File: config.mk
export PLATFORM = sky130hd
export DESIGN_NAME = lif_stream_driver
export DESIGN_NICKNAME = d
export VERILOG_FILES = /design/src/rtl/lif_pkg.sv /design/src/rtl/lif_byte_serializer.sv /design/src/rtl/lif_stream_driver.sv
export SDC_FILE = /design/constraint.sdc
export NUM_CORES = 1
export LEC_CHECK = 0
export ABC_AREA = 1
export CAP_MARGIN = 10
export CORE_ASPECT_RATIO = 1.75
export CORE_MARGIN = 3
export CORE_UTILIZATION = 30
export CTS_BUF_LIST = sky130_fd_sc_hd__clkbuf_8 sky130_fd_sc_hd__clkbuf_16
export CTS_CLUSTER_DIAMETER = 50
export DETAILED_ROUTE_END_ITERATION = 8
export GPL_ROUTABILITY_DRIVEN = 1
export PLACE_DENSITY = 0.51
export SLEW_MARGIN = 20
export SYNTH_ARGS = -nofsm -noshare
export SYNTH_HDL_FRONTEND = slang
export SYNTH_SLANG_ARGS = --single-unit
File: constraint.sdc
create_clock -name clk -period 3.52 [get_ports clk]
set_input_delay 0.528 -clock clk [delete_from_list [all_inputs] [get_ports clk]]
set_output_delay 0.528 -clock clk [all_outputs]
set_load 0.005 [all_outputs]
File: src/rtl/lif_pkg.sv
// rtl/lif_pkg.sv - shared types and constants for the LIF neuron stream driver
// Purpose: FSM state encoding, derived vector sizes and neuron pin-bit positions.
// Ports: none (package).
package lif_pkg;

    typedef enum logic [2:0] {
        IDLE,
        LOAD_W,
        LOAD_I,
        RUN,
        RESULT
    } state_t;

    // Bit positions on the neuron's uio_in / uo_out pins
    localparam int SEL_W_BIT = 0;
    localparam int RUN_BIT   = 1;
    localparam int SPIKE_BIT = 0;

    // Synapse count of a neuron with an adder tree of the given depth
    function automatic int lif_inputs(input int n_stages);
        return 1 << n_stages;
    endfunction

    // Bytes needed to carry one weight or input vector
    function automatic int lif_nbytes(input int n_stages);
        return ((1 << n_stages) + 7) / 8;
    endfunction

endpackage

File: src/rtl/lif_byte_serializer.sv
// rtl/lif_byte_serializer.sv - MSB-first byte serializer for one weight/input vector
// Purpose: holds a vector and presents it one byte per cycle, most significant byte first.
// Ports:
//   clk, reset      clock, synchronous active-high reset
//   load, vec       capture a new vector (first byte visible next cycle)
//   advance         step to the next byte
//   clear           drop the vector so data reads zero
//   data            current byte (slice of the holding register)
//   last            current byte is the final one of the vector
module lif_byte_serializer
    import lif_pkg::*;
#(
    parameter int N_STAGES = 2,
    localparam int INPUTS  = lif_inputs(N_STAGES),
    localparam int NBYTES  = lif_nbytes(N_STAGES)
) (
    input  logic              clk,
    input  logic              reset,
    input  logic              load,
    input  logic [INPUTS-1:0] vec,
    input  logic              advance,
    input  logic              clear,
    output logic [7:0]        data,
    output logic              last
);

    localparam int         PW       = NBYTES * 8;
    localparam logic [7:0] LAST_IDX = 8'(NBYTES - 1);

    logic [PW-1:0] sreg;
    logic [7:0]    idx;

    // Vectors narrower than a byte are zero-extended so they land in the low bits
    always_ff @(posedge clk) begin
        if (reset || clear) begin
            sreg <= '0;
            idx  <= '0;
        end else if (load) begin
            sreg <= PW'(vec);
            idx  <= '0;
        end else if (advance) begin
            sreg <= sreg << 8;
            idx  <= idx + 8'd1;
        end
    end

    assign data = sreg[PW-1 -: 8];
    assign last = (idx == LAST_IDX);

endmodule

File: src/rtl/lif_stream_driver.sv
// rtl/lif_stream_driver.sv - host-side load/run initiator for the byte-serial LIF neuron
// Purpose: takes a job, loads weights then inputs over the byte bus, runs the neuron
//          for the requested cycles and returns spike count and first-spike index.
// Ports:
//   clk, reset                       clock, synchronous active-high reset
//   job_valid/job_ready              job handshake
//   job_weights, job_inputs          weight bits (1=+1, 0=-1), input spike bits
//   job_cycles                       run length in cycles
//   drv_data, drv_sel_w, drv_run     neuron ui_in bus, uio_in[0], uio_in[1]
//   spike_in                         neuron uo_out[0]
//   res_valid/res_ready              result handshake
//   res_count, res_first, res_fired  spike count, first spike run index, any spike seen
module lif_stream_driver
    import lif_pkg::*;
#(
    parameter int N_STAGES = 2,
    localparam int INPUTS  = lif_inputs(N_STAGES)
) (
    input  logic              clk,
    input  logic              reset,
    input  logic              job_valid,
    output logic              job_ready,
    input  logic [INPUTS-1:0] job_weights,
    input  logic [INPUTS-1:0] job_inputs,
    input  logic [7:0]        job_cycles,
    output logic [7:0]        drv_data,
    output logic              drv_sel_w,
    output logic              drv_run,
    input  logic              spike_in,
    output logic              res_valid,
    input  logic              res_ready,
    output logic [7:0]        res_count,
    output logic [7:0]        res_first,
    output logic              res_fired
);

    state_t            state;
    logic [INPUTS-1:0] inputs_q;
    logic [7:0]        cycles_q;
    logic [7:0]        run_idx;

    logic              ser_load;
    logic              ser_advance;
    logic              ser_clear;
    logic [INPUTS-1:0] ser_vec;
    logic              ser_last;

    // drv_data is taken straight from the serializer register, which is zero
    // whenever no vector is being shifted out (idle, run, result).
    lif_byte_serializer #(.N_STAGES(N_STAGES)) u_ser (
        .clk     (clk),
        .reset   (reset),
        .load    (ser_load),
        .vec     (ser_vec),
        .advance (ser_advance),
        .clear   (ser_clear),
        .data    (drv_data),
        .last    (ser_last)
    );

    // Weights are loaded on job accept, inputs on the last weight byte, and the
    // register is cleared on the last input byte so the bus reads zero in RUN.
    always_comb begin
        ser_load    = 1'b0;
        ser_advance = 1'b0;
        ser_clear   = 1'b0;
        ser_vec     = inputs_q;
        case (state)
            IDLE: begin
                if (job_valid && job_ready) begin
                    ser_load = 1'b1;
                    ser_vec  = job_weights;
                end
            end
            LOAD_W: begin
                if (ser_last) ser_load    = 1'b1;
                else          ser_advance = 1'b1;
            end
            LOAD_I: begin
                if (ser_last) ser_clear   = 1'b1;
                else          ser_advance = 1'b1;
            end
            default: ;
        endcase
    end

    always_ff @(posedge clk) begin
        if (reset) begin
            state     <= IDLE;
            job_ready <= 1'b1;
            drv_sel_w <= 1'b0;
            drv_run   <= 1'b0;
            res_valid <= 1'b0;
            res_count <= '0;
            res_first <= '0;
            res_fired <= 1'b0;
            inputs_q  <= '0;
            cycles_q  <= '0;
            run_idx   <= '0;
        end else begin
            case (state)
                IDLE: begin
                    if (job_valid && job_ready) begin
                        inputs_q  <= job_inputs;
                        cycles_q  <= job_cycles;
                        res_count <= '0;
                        res_first <= '0;
                        res_fired <= 1'b0;
                        job_ready <= 1'b0;
                        drv_sel_w <= 1'b1;
                        state     <= LOAD_W;
                    end
                end
                LOAD_W: begin
                    if (ser_last) begin
                        drv_sel_w <= 1'b0;
                        state     <= LOAD_I;
                    end
                end
                LOAD_I: begin
                    if (ser_last) begin
                        if (cycles_q == 8'd0) begin
                            res_valid <= 1'b1;
                            state     <= RESULT;
                        end else begin
                            drv_run <= 1'b1;
                            run_idx <= '0;
                            state   <= RUN;
                        end
                    end
                end
                RUN: begin
                    // run_idx is the index of the cycle whose spike is sampled now
                    if (spike_in) begin
                        res_count <= res_count + 8'd1;
                        if (!res_fired) begin
                            res_fired <= 1'b1;
                            res_first <= run_idx;
                        end
                    end
                    run_idx <= run_idx + 8'd1;
                    if (run_idx == cycles_q - 8'd1) begin
                        drv_run   <= 1'b0;
                        res_valid <= 1'b1;
                        state     <= RESULT;
                    end
                end
                RESULT: begin
                    if (res_ready) begin
                        res_valid <= 1'b0;
                        job_ready <= 1'b1;
                        state     <= IDLE;
                    end
                end
                default: begin
                    state     <= IDLE;
                    job_ready <= 1'b1;
                    drv_sel_w <= 1'b0;
                    drv_run   <= 1'b0;
                    res_valid <= 1'b0;
                end
            endcase
        end
    end

endmodule

==> key figures, run 1 <==
Status
  • Outcome: finished clean

Place
  • IO buf count: 45
  • Gpl congestion: 0.8503
  • Final HPWL DP: 6071 um

CTS
  • Sink Count: 56
  • Setup bufs post-CTS: 0
  • Clk pin slew, worst setup/hold paths: roughly 70 ps
  • CTS tree: built
  • Hold buffer count at CTS: 0
  • Worst-Skew Late Latency: slightly below 300 ps
  • Post-CTS Resized: 0
  • Clock buffer depth: 2
  • CTS buffer count: 5
  • H-Tree Depth: 2
  • Root Buffer: clkbuf_16

Layout
  • Area delta synth->final: 24.59%
  • Nets: 490
  • Final Util: 0.3890
  • Ant diodes: 0
  • Share of cells above drive strength 1: 0.06681
  • Fillers: 989

Drt
  • Drt first pass iters: 5
  • Drt via density: 4.724
  • ANT nets after route: 0
  • Final wirelength: approximately 7600 um
  • DRT iter0 DRCs: 140
  • WL/cell: 13.04 um
  • Drt drc: 0
  • Via Count: 2759

Synthesis
  • Post-synthesis cell type count: 37
  • Ys Warns: 0
  • Asr flop ratio synth: 0
  • Number of synthesized register bits: 56
  • Sequential fraction of the synthesis area: 0.3899
  • Post-synth top area share: 0.3899
  • Average size of a mapped cell: 6.813 um2
  • Number of synthesized flops with an enable pin: 0
  • Post-synthesis cell area: 2875 um2
  • Post-synth top cells: nand2_1 (96), a21oi_1 (57), dfxtp_1 (56)
  • Post-synth top flop: dfxtp_1
  • Synth area leader: dfxtp_1
  • Cells after Synth: about 420
  • Main area contributors after synthesis: dfxtp_1 (39%), nand2_1 (13%), a21oi_1 (9.9%)
  • Most common cell in the netlist: nand2_1

GRT
  • Vias in the first global route: 2702
  • Antenna violations before repair: 0
  • Grt total ovfl: 0
  • Largest net degree at the start of global routing: 25
  • Tot GR Track Use: 0.1466
  • Global-route wire length before repair: approximately 13000 um

Worst setup path
  • Crit path launch: cycles_q[0]
  • Crit path launch type: flop
  • CP endpoint kind: flop
  • CP required: 3710 ps
  • CP max FO: 7
  • Critical path type: flop to flop
  • Critical Path AT: 2290 ps
  • R2R Path Start: cycles_q[0]

Power
  • Power Density: 654.2 nW/um2
  • Lkg Pwr: 1.459 nW
  • Total power draw: roughly 2.3 mW
  • Peak VDD IR: 317.4 uV

Timing
  • Worst relative slew slack: 0.6633
  • Endpoints failing setup: 0
  • Actual slew at the worst max-slew pin: 504.5 ps
  • Setup_tns: 0 ps
  • Worst Skew: roughly 4.2 ps
  • Final hold violation count: 0
  • RSZ-0062 raised after global routing: no
  • Minimum clock period: 2101 ps
  • Max Freq: 476.0 MHz
  • Period Utilization, post-route: 0.5968
  • Slew Limit Fails: 0

Floorplanning
  • Die Ht: 135.5 um
  • Row cnt: 46
  • Die ar.: 10840 um2
  • Num ports: 50
  • Core area: 9209 um2
  • Die width: 80.01 um
  • Initial Util: 0.3122

Min path
  • HP Start: res_valid
  • Worst min path class: flop to flop

Job
  • Max Cap Violations: 0
[registers in the layout, summed over array words and instances (netlist names)]
name,cells
res_fired,1
state,3
res_first,8
inputs_q,4
res_valid,1
drv_run,1
res_count,8
drv_sel_w,1
run_idx,8
job_ready,1
u_ser.data,4
cycles_q,8
u_ser.idx,8
[placed cells by master, fill, tap and decap left out, drive strengths merged]
master         Yosys  routed
inv               49      50
nor3               7       7
bufinv             0       1
o31ai              1       1
a21boi             1       1
o2111ai            1       1
conb               1       4
a21oi             57      57
nand3b             3       3
nand3             25      25
o21ai             27      27
nor2              51      51
ha                 6       6
nand4              7       7
buf                9       1
nand2            100     100
a221oi             2       2
xor2               3       3
o21a               1       1
clkinv             2       3
xnor2              3       3
nor3b              1       1
dfxtp             56      56
clkbuf             6       5
o21bai             2       2
clkdlybuf4s50      0      45
a311oi             1       1
[stage by stage]
step / hold slack, ps / setup WS, ps / cells / instance area [um2]
detailed placement: 457.6 / 1301 / 576 / 3418
CTS: 477.5 / 1401 / 584 / 3582
finish: 471.8 / 1419 / 584 / 3582
global route: 506.7 / 1174 / 584 / 3582
floorplan: 447.3 / 1817 / 425 / 2887
global placement: 457.3 / 1354 / 576 / 3418
[critical path, stage by stage (launching register included)]
cell and delay (ps):
dfxtp_1 420, inv_1 180, ha_1 370, nand2_1 80
inv_1 40, nor2_1 70, nand2_1 60, nor2_1 90
nand3_1 70, nor2_1 80, nand2_1 60, nand2_1 180
nand2_1 110, o21ai_1 140, nor2_1 50
[where the power goes]
part           switching (mW)  internal (mW)  total [mW]
Sequential             0.0919          0.740       0.832
Combinational           0.599          0.364       0.963
Clock                   0.217          0.332       0.548
[layout make-up]
type / count / area, um2 / area share
sequential: 56 / 1121 / 0.3130
clock inverter: 3 / 38.79 / 0.01083
inverter: 51 / 191.4 / 0.05344
clock buffer: 5 / 125.1 / 0.03493
timing repair buffer: 46 / 457.9 / 0.1278
multi-input combinational: 303 / 1498 / 0.4181
tap: 120 / 150.1 / 0.04191
[worst paths after layout]
path         cells past startpoint  slack [ps]         to
max                             14        1420   state[1]
min                              2         470  res_valid
max reg2reg                     14        1420   state[1]
min reg2reg                      2         470  res_valid
[logic make-up (layout without fill, tap and decap cells)]
group,Yosys count,after routing,share of synthesized area
xor+xnor,6,6,0.01828
compound gates,93,93,0.1715
fa+ha+maj,6,6,0.02611
buf+inv,66,105,0.09312
simple gates,194,194,0.2998
other cells,1,4,0.001304
flops,56,56,0.3899
[routing by layer]
metal | up-vias | track usage | share of wire
li1 | 1444 | - | -
met1 | 1262 | 0.1502 | 0.39
met2 | 41 | 0.2874 | 0.56
met3 | 12 | 0.02064 | 0.022
met4 | 0 | 0.05733 | 0.024
met5 | - | 0 | 0
Note: power is estimated with default switching activity, not from simulation.
==> run 2, diff against run 1 <==
==> constraint.sdc (replaced) <==
create_clock -name clk -period 2 [get_ports clk]
set_input_delay 0.3 -clock clk [delete_from_list [all_inputs] [get_ports clk]]
set_output_delay 0.3 -clock clk [all_outputs]
set_load 0.005 [all_outputs]
==> key figures, run 2 (synthesis results as in run 1) <==
Status
  • Outcome: finished clean

Timing
  • Worst Skew: 6.517 ps (+2.329 ps)
  • Setup_tns: 0 ps (unchanged)
  • Slew Limit Fails: 0 (unchanged)
  • RSZ-0062 raised after global routing: no
  • Final hold violation count: 0 (unchanged)
  • Endpoints failing setup: 0 (unchanged)
  • Minimum clock period: 1777 ps (-324.2 ps)
  • Max Freq: 562.8 MHz (+18%)
  • Period Utilization, post-route: 0.8883 (+0.2915)
  • Fin worst setup slack: 223.3 ps (-1196 ps)

CTS
  • Sink Count: 56 (unchanged)
  • Hold buffer count at CTS: 0 (unchanged)
  • H-Tree Depth: 2 (unchanged)
  • CTS buffer count: 5 (unchanged)
  • Clock buffer depth: 2 (unchanged)
  • Worst-Skew Late Latency: 300 ps (about the same)
  • Clk pin slew, worst setup/hold paths: 70 ps (about the same)
  • Root Buffer: clkbuf_16
  • CTS tree: built

Floorplanning
  • Row cnt: 46 (unchanged)
  • Core area: 9209 um2 (unchanged)
  • Initial Util: 0.3122 (unchanged)
  • Die Ht: 135.5 um (unchanged)
  • Num ports: 50 (unchanged)
  • Die width: 80.01 um (unchanged)
  • Die ar.: 10840 um2 (unchanged)

Place
  • Inst Count DP: 585 (+1.6%)
  • Post-Place Worst Slack: 128.1 ps (-1173 ps)
  • Gpl congestion: 0.9210 (+8.3%)
  • Final HPWL DP: 6222 um (+2.5%)
  • IO buf count: 45 (unchanged)

Worst setup path
  • R2r endpoint: res_valid
  • Critical Path AT: 1990 ps (-300 ps)
  • Cell depth of the worst flop-to-flop path: 13 (-1)
  • CP required: 2210 ps (-1500 ps)
  • Worst path slowest cell: dfxtp_1
  • R2R setup slack: 220 ps (-1200 ps)
  • Crit path launch: cycles_q[0]
  • Crit path launch type: flop
  • Crit-path max cell delay: 380 ps (-40 ps)
  • Worst-path cell chain: inv_2 > ha_1 > nand2_1 > inv_1 > nor2_1 > nand2_1 > nor2_1 > nand3_1 > nor2_1 > nand2_1 > nand2_2 > nand3_1 > a21boi_0
  • CP endpoint kind: flop
  • R2R Path Start: cycles_q[0]
  • CP max FO: 7 (unchanged)
  • Critical path type: flop to flop

Power
  • Lkg Pwr: 1.510 nW (+3.5%)
  • Switching part of the total: 0.3811 (-0.006011)
  • Peak VDD IR: 412.5 uV (+30%)
  • Comb pwr share: 0.414 (+0.003)
  • Share of total power in the clock network: 0.247 (+0.013)
  • Power Density: 1171 nW/um2 (+79%)
  • Switching pwr: 1.638 mW (+81%)
  • Pint: 2.659 mW (+85%)
  • Sequential share of power: 0.339 (-0.016)
  • Total power draw: 4.297 mW (+83%)

Drt
  • DRT iter0 DRCs: 124 (-11%)
  • Drt via density: 4.727 (about the same)
  • WL/cell: 13.04 um (about the same)
  • Final wirelength: 7730 um (+1.5%)
  • Drt drc: 0 (unchanged)
  • Via Count: 2803 (+1.6%)
  • ANT nets after route: 0 (unchanged)
  • Drt first pass iters: 4 (-1)

GRT
  • Largest net degree at the start of global routing: 17 (-32%)
  • Global-route wire length before repair: 12740 um (+0.82%)
  • Antenna violations before repair: 0 (unchanged)
  • Grt total ovfl: 0 (unchanged)
  • Vias in the first global route: 2747 (+1.7%)
  • Tot GR Track Use: 0.1504 (+0.003779)

Layout
  • Nets: 499 (+1.8%)
  • Final Util: 0.3986 (+0.009646)
  • Share of cells above drive strength 1: 0.09091 (+0.02410)
  • Most common cell after layout, fill and taps aside: nand2_1
  • Area delta synth->final: 27.68%
  • Final Non-Filler Cells: 593 (+1.5%)
  • Most frequent cells in the layout: nand2_1 (95), a21oi_1 (57), dfxtp_1 (56)
  • Ant diodes: 0 (unchanged)

Job
  • Max Cap Violations: 0 (unchanged)

Min path
  • Min-Delay Endpoint: inputs_q[3]
  • HP Start: inputs_q[3]
  • Worst min path class: flop to flop
  • Hold path depth: 2 (unchanged)
## run 2: cell types whose count changed in the layout (fill, tap and decap cells not counted), sizes merged
| cell | change |
|---|---|
| buf | +9 |
| inv | -1 |
| clkbuf | +2 |
| clkinv | -1 |
## run 2: timing repair
item / in CTS / in global routing
endpoints found under the setup margin: 0 / 5
resized for setup: 0 / 2
buffers inserted: 0 / 0
## run 2: critical path: cells and delay by family (launching register included)
kind	cells	cell delay [ps]
AO/OA/AOI/OAI	1	180
AND/OR/NAND/NOR	9	700
adder cells (fa/ha/maj)	1	300
flip-flops	1	380
buffers and inverters	2	120
## run 2: layout make-up
class | count | area [um2]
Tap cell | 120 | 150.1
Fill cell | 1016 | 5538
Clock inverter | 1 | 30.03
Timing Repair Buffer | 55 | 525.5
Sequential cell | 56 | 1121
Inverter | 51 | 191.4
Multi-Input combinational cell | 303 | 1500
Clock buffer | 7 | 152.6
## run 2: layer usage
metal  vias up  wire, um  GRT usage
li1       1465         -          -
met1      1291      2988     0.1538
met2        31      4272     0.2781
met3        16       159    0.02929
met4         0       310    0.08177
met5         -         0          0
## run 2: worst max-delay path by stage
stage,end,slack (ps)
global route,res_valid,8
CTS,res_valid,120
global placement,state[1],160
finish,res_valid,220
detailed placement,state[1],130
floorplan,state[1],300
## run 2: power by group through the flow
| stage | clock (mW) | combinational, mW | sequential, mW |
|---|---|---|---|
| 2_1_floorplan | 0 | 1.18 | 1.46 |
| 3_3_place_gp | 0 | 1.80 | 1.48 |
| 3_5_place_dp | 0 | 1.79 | 1.48 |
| 4_1_cts | 1.10 | 1.80 | 1.46 |
| 5_1_grt | 1.14 | 2.01 | 1.48 |
| 6_report | 1.06 | 1.78 | 1.46 |
## run 2: stage by stage
stage                     hold WS (ps)  cell area, um2
after CTS                        477.8            3669
after global routing             494.4            3671
after floorplan                  444.6            2887
after detailed placement         457.4            3486
final                            477.4            3671
after global placement           454.0            3486
